## src/rtl/fifo_pkg.sv

```systemverilog
// Shared default constants for the synchronous FIFO.
package fifo_pkg;

    localparam int FIFO_DEF_DATA_WIDTH = 8;
    localparam int FIFO_DEF_DEPTH      = 16;

endpackage

```

## src/rtl/fifo_mem.sv

```systemverilog
// DEPTH x DATA_WIDTH storage with one synchronous write port and one
// synchronous read port. The read result is held in a register that clears
// on reset; the storage array itself is never cleared.
module fifo_mem
    import fifo_pkg::*;
#(
    parameter int DATA_WIDTH = FIFO_DEF_DATA_WIDTH,
    parameter int DEPTH      = FIFO_DEF_DEPTH
) (
    input  logic                     clk,
    input  logic                     rst,
    input  logic                     we,
    input  logic [$clog2(DEPTH)-1:0] waddr,
    input  logic [DATA_WIDTH-1:0]    wdata,
    input  logic                     re,
    input  logic [$clog2(DEPTH)-1:0] raddr,
    output logic [DATA_WIDTH-1:0]    rdata
);

    logic [DATA_WIDTH-1:0] mem [DEPTH];

    // Storage write; contents survive reset.
    always_ff @(posedge clk) begin
        if (we) begin
            mem[waddr] <= wdata;
        end
    end

    // Registered read; holds its value when no read is requested.
    always_ff @(posedge clk) begin
        if (rst) begin
            rdata <= '0;
        end else if (re) begin
            rdata <= mem[raddr];
        end
    end

endmodule

```

## src/rtl/sync_fifo.sv

```systemverilog
// Single-clock FIFO with registered read data, occupancy count and
// full/empty flags decoded from the count register.
// Optional sticky overflow/underflow flags: define FIFO_ERR_FLAGS_EN.
module sync_fifo
    import fifo_pkg::*;
#(
    parameter int DATA_WIDTH = FIFO_DEF_DATA_WIDTH,
    parameter int DEPTH      = FIFO_DEF_DEPTH
) (
    input  logic                    clk,
    input  logic                    rst,
    input  logic                    wr_en,
    input  logic [DATA_WIDTH-1:0]   wr_data,
    output logic                    full,
    input  logic                    rd_en,
    output logic [DATA_WIDTH-1:0]   rd_data,
    output logic                    empty,
    output logic [$clog2(DEPTH):0]  count
`ifdef FIFO_ERR_FLAGS_EN
    ,
    output logic                    overflow,
    output logic                    underflow
`endif
);

    localparam int ADDR_WIDTH = $clog2(DEPTH);
    localparam logic [ADDR_WIDTH:0] COUNT_MAX = (ADDR_WIDTH+1)'(DEPTH);

    logic [ADDR_WIDTH-1:0] wr_ptr;
    logic [ADDR_WIDTH-1:0] rd_ptr;
    logic                  wr_acc;
    logic                  rd_acc;

    // Flags come straight from the count register, so they are glitch-free
    // relative to the clock and need no state of their own.
    assign full   = (count == COUNT_MAX);
    assign empty  = (count == '0);
    // A full FIFO refuses the write even if a read frees a slot this cycle;
    // an empty FIFO refuses the read even if a write fills it this cycle.
    assign wr_acc = wr_en && !full;
    assign rd_acc = rd_en && !empty;

    // Pointers wrap naturally at DEPTH (power of two); count tracks net change.
    always_ff @(posedge clk) begin
        if (rst) begin
            wr_ptr <= '0;
            rd_ptr <= '0;
            count  <= '0;
        end else begin
            if (wr_acc) wr_ptr <= wr_ptr + ADDR_WIDTH'(1);
            if (rd_acc) rd_ptr <= rd_ptr + ADDR_WIDTH'(1);
            if (wr_acc && !rd_acc)      count <= count + (ADDR_WIDTH+1)'(1);
            else if (rd_acc && !wr_acc) count <= count - (ADDR_WIDTH+1)'(1);
        end
    end

`ifdef FIFO_ERR_FLAGS_EN
    // Sticky error flags: any refused request latches until reset.
    always_ff @(posedge clk) begin
        if (rst) begin
            overflow  <= 1'b0;
            underflow <= 1'b0;
        end else begin
            if (wr_en && full)  overflow  <= 1'b1;
            if (rd_en && empty) underflow <= 1'b1;
        end
    end
`endif

    fifo_mem #(
        .DATA_WIDTH (DATA_WIDTH),
        .DEPTH      (DEPTH)
    ) u_mem (
        .clk   (clk),
        .rst   (rst),
        .we    (wr_acc),
        .waddr (wr_ptr),
        .wdata (wr_data),
        .re    (rd_acc),
        .raddr (rd_ptr),
        .rdata (rd_data)
    );

endmodule

```

## config.mk

```make
export PLATFORM = sky130hd
export DESIGN_NAME = sync_fifo
export DESIGN_NICKNAME = d
export VERILOG_FILES = /design/src/rtl/fifo_pkg.sv /design/src/rtl/fifo_mem.sv /design/src/rtl/sync_fifo.sv
export SDC_FILE = /design/constraint.sdc
export NUM_CORES = 1
export LEC_CHECK = 0
export CORE_MARGIN = 2
export CORE_UTILIZATION = 40
export CTS_CLUSTER_DIAMETER = 100
export DETAILED_ROUTE_END_ITERATION = 7
export PLACE_DENSITY = 0.55
export SETUP_SLACK_MARGIN = 0.5
export SLEW_MARGIN = 30
export SYNTH_ARGS = -nofsm -noshare
export SYNTH_HDL_FRONTEND = slang
export SYNTH_SLANG_ARGS = --single-unit
```

## constraint.sdc

```tcl
create_clock -name clk -period 3.9 [get_ports clk]
set_input_delay 0.78 -clock clk [delete_from_list [all_inputs] [get_ports clk]]
set_output_delay 0.78 -clock clk [all_outputs]
set_load 0.01 [all_outputs]
```

==> results of run 1 <==
==> sequential cells by signal, indices dropped and copies added (netlist names) <==
signal / cells
wr_ptr: 4
count: 5
rd_ptr: 4
u_mem.rdata: 8
u_mem.mem: 128
==> cell usage in the layout, fill, tap and decap left out, types with 4 or more instances in the layout <==
cell type	instances
nand2_1	4
bufinv_16	4
ha_1	9
a22oi_1	8
nor2_1	46
inv_1	5
a311oi_1	8
o22ai_1	16
buf_4	14
clkbuf_16	17
nor3_1	4
clkdlybuf4s50_1	26
xor2_1	6
mux2i_1	36
edfxtp_1	128
dfxtp_1	20
mux4_2	16
==> per-layer routing <==
metal | part of all wire [%] | up-vias | track usage, % | wire length (um)
li1 | - | 1476 | - | -
met1 | 47 | 1574 | 22.86 | 5525
met2 | 48 | 74 | 24.04 | 5629
met3 | 4.7 | 8 | 3.526 | 556
met4 | 0.96 | 0 | 4.848 | 114
met5 | 0 | - | 0 | 0
==> how the worst max path moves through the flow <==
stage	from	end	cells after the start
after floorplan	rd_en	count[4]	10
after global placement	wr_en	count[4]	9
after detailed placement	wr_en	count[4]	9
after CTS	count[0]	full	3
after global routing	count[0]	empty	3
final	count[0]	full	3
==> layout make-up <==
cell class | instances | area (um2) | share of cell area, %
Inverter | 5 | 18.77 | 0.2658
Timing Repair Buffer | 40 | 365.4 | 5.174
Clock inverter | 13 | 181.4 | 2.569
Multi-Input combinational cell | 183 | 1568 | 22.20
Sequential cell | 149 | 4265 | 60.40
Clock buffer | 19 | 432.9 | 6.130
Tap cell | 184 | 230.2 | 3.260
==> power groups by stage <==
stage	registers [mW]	clock network [mW]	logic [mW]
6_report	1.94	1.67	1.02
5_1_grt	1.96	1.77	1.14
4_1_cts	1.94	1.70	1.04
3_5_place_dp	1.97	0	1.03
3_3_place_gp	1.97	0	1.02
2_1_floorplan	1.97	0	0.665
==> critical path, cell delays in order, from the launching register on <==
cell	delay, ns
dfxtp_1	0.37
or4_1	0.71
nor2_1	0.15
clkdlybuf4s50_1	0.54
==> cells by family (layout without fill, tap and decap cells) <==
family,count (synthesis),after routing,synth area share (%)
DFF,149,149,71.84
and+or+nand+nor,67,67,4.954
muxes,53,53,12.33
AOI/OAI and AO/OA,44,44,5.565
buffers and inverters,24,77,1.750
adders and majority gates,10,10,2.234
xor gates and xnor gates,9,9,1.328
==> out/metrics.csv, run 1 <==
stage,metric,value,unit
pwr,clock_power_share,36.1,%
synth,synth.top_cell.area_share,64.76,%
synth,syn_nets,378,
critical_path,arrival,2.18,ns
clock_tree,postCtsHoldBufs,0,
timing,fin_skew,0.008127,ns
pwr,swShare,26.69,%
clock_tree,clkLatencyLatePin,0.41,ns
pwr,ir_drop,0.3112,mV
timing,hold_violations,0,
timing,relSlewSlack,44.36,%
drt,viasPerCell,5.282,
pwr,p_total,4.631,mW
critical_path,r2r-start,count[0],
timing,worst_pin_slew,0.8319,ns
pwr,leakagePower,2.279,nW
floorplan,coreArea,14530,um2
pwr,intPower,3.395,mW
synth,avgSynthCellArea,16.67,um2
critical_path,critPathKind,flip-flop to output pin,
timing,max_freq,337.8,MHz
synth,ys_warn_count,0,
pwr,switching_power,1.236,mW
pwr,pwr-share-seq,41.8,%
worst_hold_path,min-delay-path-class,flip-flop to flip-flop,
clock_tree,cts_buffer_depth,2,
drt,drt_wl_total,11830,um
floorplan,start_util,40.84,%
critical_path,worst-r2r-setup-slack,1.05,ns
cells_and_area,layout.nets,418,
cells_and_area,fin_cells,593,
cells_and_area,syn_to_final_growth,18.97,%
pwr,power_density,655.8,nW/um2
timing,finalMaxSlewViolations,0,
clock_tree,cts_made_buffers,17,
synth,seq_area_frac_synth,71.84,%
cells_and_area,finalInstanceArea,7062,um2
critical_path,crit_path_start_kind,flip-flop,
floorplan,die_w,125.8,um
critical_path,path_max_fanout,6,
timing,hold_slack,0.5028,ns
grt,antenna_found_initial,0,
drt,first_iter_violations,295,
timing,worst_slack,0.9395,ns
critical_path,rr_endpoint,count[4],
synth,async_reset_ff_share,0,%
grt,grt_max_degree,24,
job,maxCapViolations,0,
critical_path,end_kind,output pin,
grt,grt_pass1_wl,18270,um
synth,ys_types,36,
floorplan,fp-row-count,44,
cells_and_area,diodes,0,
cells_and_area,drive_gt1_share,15.40,%
synth,yosysTopAreaCell,edfxtp_1,
clock_tree,post_cts_buffers,0,
worst_hold_path,worstHoldPathCells,2,
placed_design,numPlacedInstances,561,
grt,globalRouteOverflowTotal,0,
placed_design,gp_congestion,0.7440,
run_status,status,"finished, final reports clean",
clock_tree,clk_pin_slew,0.06,ns
floorplan,pin_count,27,
timing,layout_min_cycle_time,2.961,ns
pwr,combPwrFrac,22.1,%
critical_path,r2r_cells,10,
timing,setup_viol,0,
timing,rsz0062_at_grt,false,
cells_and_area,finish.utilization,48.59,%
grt,grt_pass1_vias,3068,
clock_tree,root_buffer,clkbuf_16,
synth,syn-instance-count,356,
cells_and_area,fillers,1225,
synth,yosys_most_used_dff,edfxtp_1,
timing,fin_crit_sh,75.91,%
worst_hold_path,hold-path-endpoint,u_mem.rdata[1],
timing,tns,0,ns
grt,grt_usage,15.78,%
synth,ys_ff_latch,149,
placed_design,hpwl,7632,um
floorplan,die_area,15830,um2
synth,synth_area_leaders,"edfxtp_1 (65%), dfxtp_1 (7.1%), mux2i_1 (6.1%)",
synth,yosysMostFrequentCell,edfxtp_1,
placed_design,port_buffers,26,
drt,dr.pass1.iters,4,
critical_path,cp.required,3.12,ns
clock_tree,cts_tree,yes,
clock_tree,htreeDepth,4,
drt,vias,3132,
worst_hold_path,hp-start,u_mem.rdata[1],
drt,drc,0,
synth,syn_area,5936,um2
clock_tree,ctsResizeCount,0,
synth,synth_edf_count,128,
drt,ant_nets,0,
placed_design,placed_area,6447,um2
synth,synthTopCellsByCount,"edfxtp_1 (128), nor2_1 (46), mux2i_1 (36), dfxtp_1 (21)",
clock_tree,clock-sinks,149,
placed_design,post-place-ws,0.5876,ns
drt,routedWlPerCell,19.94,um
floorplan,die_h,125.8,um
No activity file was read; power rests on OpenSTA's default activity.
==> run 2: changes to the inputs <==
clock period = 2.8 ns   (was 3.9 ns; I/O delays follow)
==> run 2 against run 1 <==
  * Critical path type is now flip-flop to flip-flop
  * Sequential power grew 40%
  * Highest routed layer unchanged
  * Via count grew 4.2%
  * Largest cell class unchanged
  * Critical path depth up 8
==> out/metrics.csv, run 2 (same netlist as run 1, synthesis figures left out) <==
stage,metric,value,unit,change
placed_design,placed_area,6613,um2,was 6447 um2
clock_tree,clock-sinks,149,,unchanged
pwr,combPwrFrac,25.3,%,was 22.1%
critical_path,worst-r2r-setup-slack,0.42,ns,was 1.05 ns
critical_path,slowest_delay,0.35,ns,was 0.71 ns
critical_path,crit_path_start_kind,flip-flop,,unchanged
floorplan,start_util,40.84,%,unchanged
critical_path,cp_slowest_cell,dfxtp_4,,was or4_1
drt,first_iter_violations,269,,was 295
critical_path,path_max_fanout,5,,was 6
pwr,leakagePower,2.345,nW,was 2.279 nW
cells_and_area,layout_common_cells,"edfxtp_1 (128), nor2_1 (46), mux2i_1 (36), buf_4 (27), clkdlybuf4s50_1 (24)",,"was edfxtp_1 (128), nor2_1 (46), mux2i_1 (36), clkdlybuf4s50_1 (26), dfxtp_1 (20)"
timing,setup_viol,0,,unchanged
clock_tree,clk_pin_slew,0.06,ns,about the same
timing,hold_violations,0,,unchanged
clock_tree,root_buffer,clkbuf_16,,unchanged
clock_tree,cts_buffer_depth,2,,unchanged
floorplan,coreArea,14530,um2,unchanged
pwr,pwr-share-seq,41.8,%,about the same
cells_and_area,finalInstanceArea,7192,um2,was 7062 um2
worst_hold_path,min-delay-path-class,flip-flop to flip-flop,,unchanged
cells_and_area,regMostFlops,u_mem.mem,,unchanged
timing,relSlewSlack,52.24,%,was 44.36%
placed_design,port_buffers,26,,unchanged
timing,worst_pin_slew,0.7141,ns,was 0.8319 ns
critical_path,cp.required,3.11,ns,was 3.12 ns
drt,ant_nets,0,,unchanged
cells_and_area,drive_gt1_share,21.70,%,was 15.40%
critical_path,end_kind,flip-flop,,was output pin
cells_and_area,fin_cells,608,,was 593
placed_design,gp_congestion,0.7567,,was 0.7440
drt,drt_wl_total,12530,um,was 11830 um
floorplan,die_h,125.8,um,unchanged
timing,rsz0062_at_grt,true,,was false
clock_tree,cts_made_buffers,17,,unchanged
pwr,p_total,6.479,mW,was 4.631 mW
run_status,status,"finished, final reports clean",,unchanged
grt,antenna_found_initial,0,,unchanged
pwr,switching_power,1.795,mW,was 1.236 mW
grt,grt_pass1_wl,19470,um,was 18270 um
pwr,swShare,27.71,%,was 26.69%
drt,drc,0,,unchanged
clock_tree,cts_tree,yes,,unchanged
floorplan,die_w,125.8,um,unchanged
cells_and_area,top_regs,"u_mem.mem (128), u_mem.rdata (8), count (5)",,unchanged
placed_design,numPlacedInstances,572,,was 561
clock_tree,htreeDepth,4,,unchanged
critical_path,arrival,2.69,ns,was 2.18 ns
timing,finalMaxSlewViolations,0,,unchanged
grt,grt_usage,16.93,%,was 15.78%
grt,grt_pass1_vias,3384,,was 3068
timing,fin_crit_sh,85.15,%,
critical_path,crit_chain,nor4_4 -> buf_4 -> a21boi_4 -> inv_4 -> ha_4 -> inv_4 -> fa_2 -> a21o_1 -> a21oi_2 -> mux2i_1 -> mux2_2,,was or4_1 -> nor2_1 -> clkdlybuf4s50_1
drt,dr.pass1.iters,6,,was 4
drt,viasPerCell,5.365,,was 5.282
clock_tree,clkLatencyLatePin,0.42,ns,was 0.41 ns
grt,globalRouteOverflowTotal,0,,unchanged
job,maxCapViolations,0,,unchanged
floorplan,fp-row-count,44,,unchanged
cells_and_area,largest_register_ffs,128,,unchanged
pwr,clock_power_share,32.9,%,was 36.1%
drt,vias,3262,,was 3132
pwr,power_density,900.9,nW/um2,was 655.8 nW/um2
grt,grt_max_degree,51,,was 24
critical_path,critPathKind,flip-flop to flip-flop,,was flip-flop to output pin
critical_path,critPathMostFrequentCell,inv_4,,
cells_and_area,layout.nets,433,,was 418
drt,routedWlPerCell,20.60,um,was 19.94 um
pwr,ir_drop,0.4523,mV,was 0.3112 mV
placed_design,hpwl,7845,um,was 7632 um
pwr,intPower,4.684,mW,was 3.395 mW
floorplan,pin_count,27,,unchanged
cells_and_area,syn_to_final_growth,21.16,%,was 18.97%
timing,max_freq,419.4,MHz,
cells_and_area,layout_commonest_cell,edfxtp_1,,unchanged
timing,fin_skew,0.003244,ns,was 0.008127 ns
floorplan,die_area,15830,um2,unchanged
cells_and_area,diodes,0,,unchanged
timing,layout_min_cycle_time,2.384,ns,
-- run 2: cell types whose count changed in the layout (fill, tap and decap cells not counted), moves of 2 or more --
cell and change:
buf_12 +2, inv_1 -3, clkbuf_2 +2, clkinv_4 -3, clkdlybuf4s50_1 -2, dfxtp_4 +3, inv_4 +2, dfxtp_1 -5
buf_4 +13, bufinv_16 -2, dfxtp_2 +2, clkinv_2 +3
-- run 2: path summary, 6_finish.rpt --
path	from	endpoint	depth (start not counted)
worst max-delay path	count[0]	count[4]	11
worst min-delay path	u_mem.rdata[0]	u_mem.rdata[0]	2
worst max register to register	count[0]	count[4]	11
worst min register to register	u_mem.rdata[0]	u_mem.rdata[0]	2
-- run 2: per-stage QoR --
step	hold WS (ns)	utilization [%]	TNS, ns	setup WS (ns)
after global routing	0.5212	49.48	0	0.2753
after CTS	0.5128	49.54	0	0.3970
after detailed placement	0.5049	45.50	-0.0008742	-0.0008742
final	0.5077	49.48	0	0.4157
after floorplan	0.5184	-	0	0.2723
after global placement	0.4959	45.50	0	0.02359
-- run 2: final cells by class --
type	count	area [um2]
inverters	5	23.77
well taps	184	230.2
multi-input cells	183	1617
clock inverters	12	112.6
clock buffers	20	436.7
flip-flops and latches	149	4279
repair buffers	55	493.0
fillers	1235	7342
-- run 2: timing repair --
action / 4_1_cts / 5_1_grt
hold buffers: 0 / 0
buffers inserted: 4 / 0
setup endpoints to repair: 3 / 3
gates resized for setup: 6 / 4
pin swaps: 3 / 0
-- run 2: critical path, delay by kind of cell (launching register included) --
family / cells / cell delay, ns
mux: 2 / 0.54
compound gates: 3 / 0.36
fa+ha+maj: 2 / 0.49
simple gates: 1 / 0.25
buf+inv: 3 / 0.28
flops: 1 / 0.35
-- run 2: routing by layer --
layer,routed length (um),global-route usage (%)
met1,5889,23.53
met2,5816,25.63
met4,246,7.240
met3,573,4.121
met5,0,0
-- run 2: power by group through the flow --
| stage | Sequential (mW) | Combinational [mW] | Clock, mW |
|---|---|---|---|
| after floorplan | 2.76 | 1.00 | 0 |
| after global placement | 2.76 | 1.57 | 0 |
| after detailed placement | 2.77 | 1.59 | 0 |
| after CTS | 2.71 | 1.68 | 2.18 |
| after global routing | 2.73 | 1.81 | 2.26 |
| final | 2.71 | 1.64 | 2.13 |
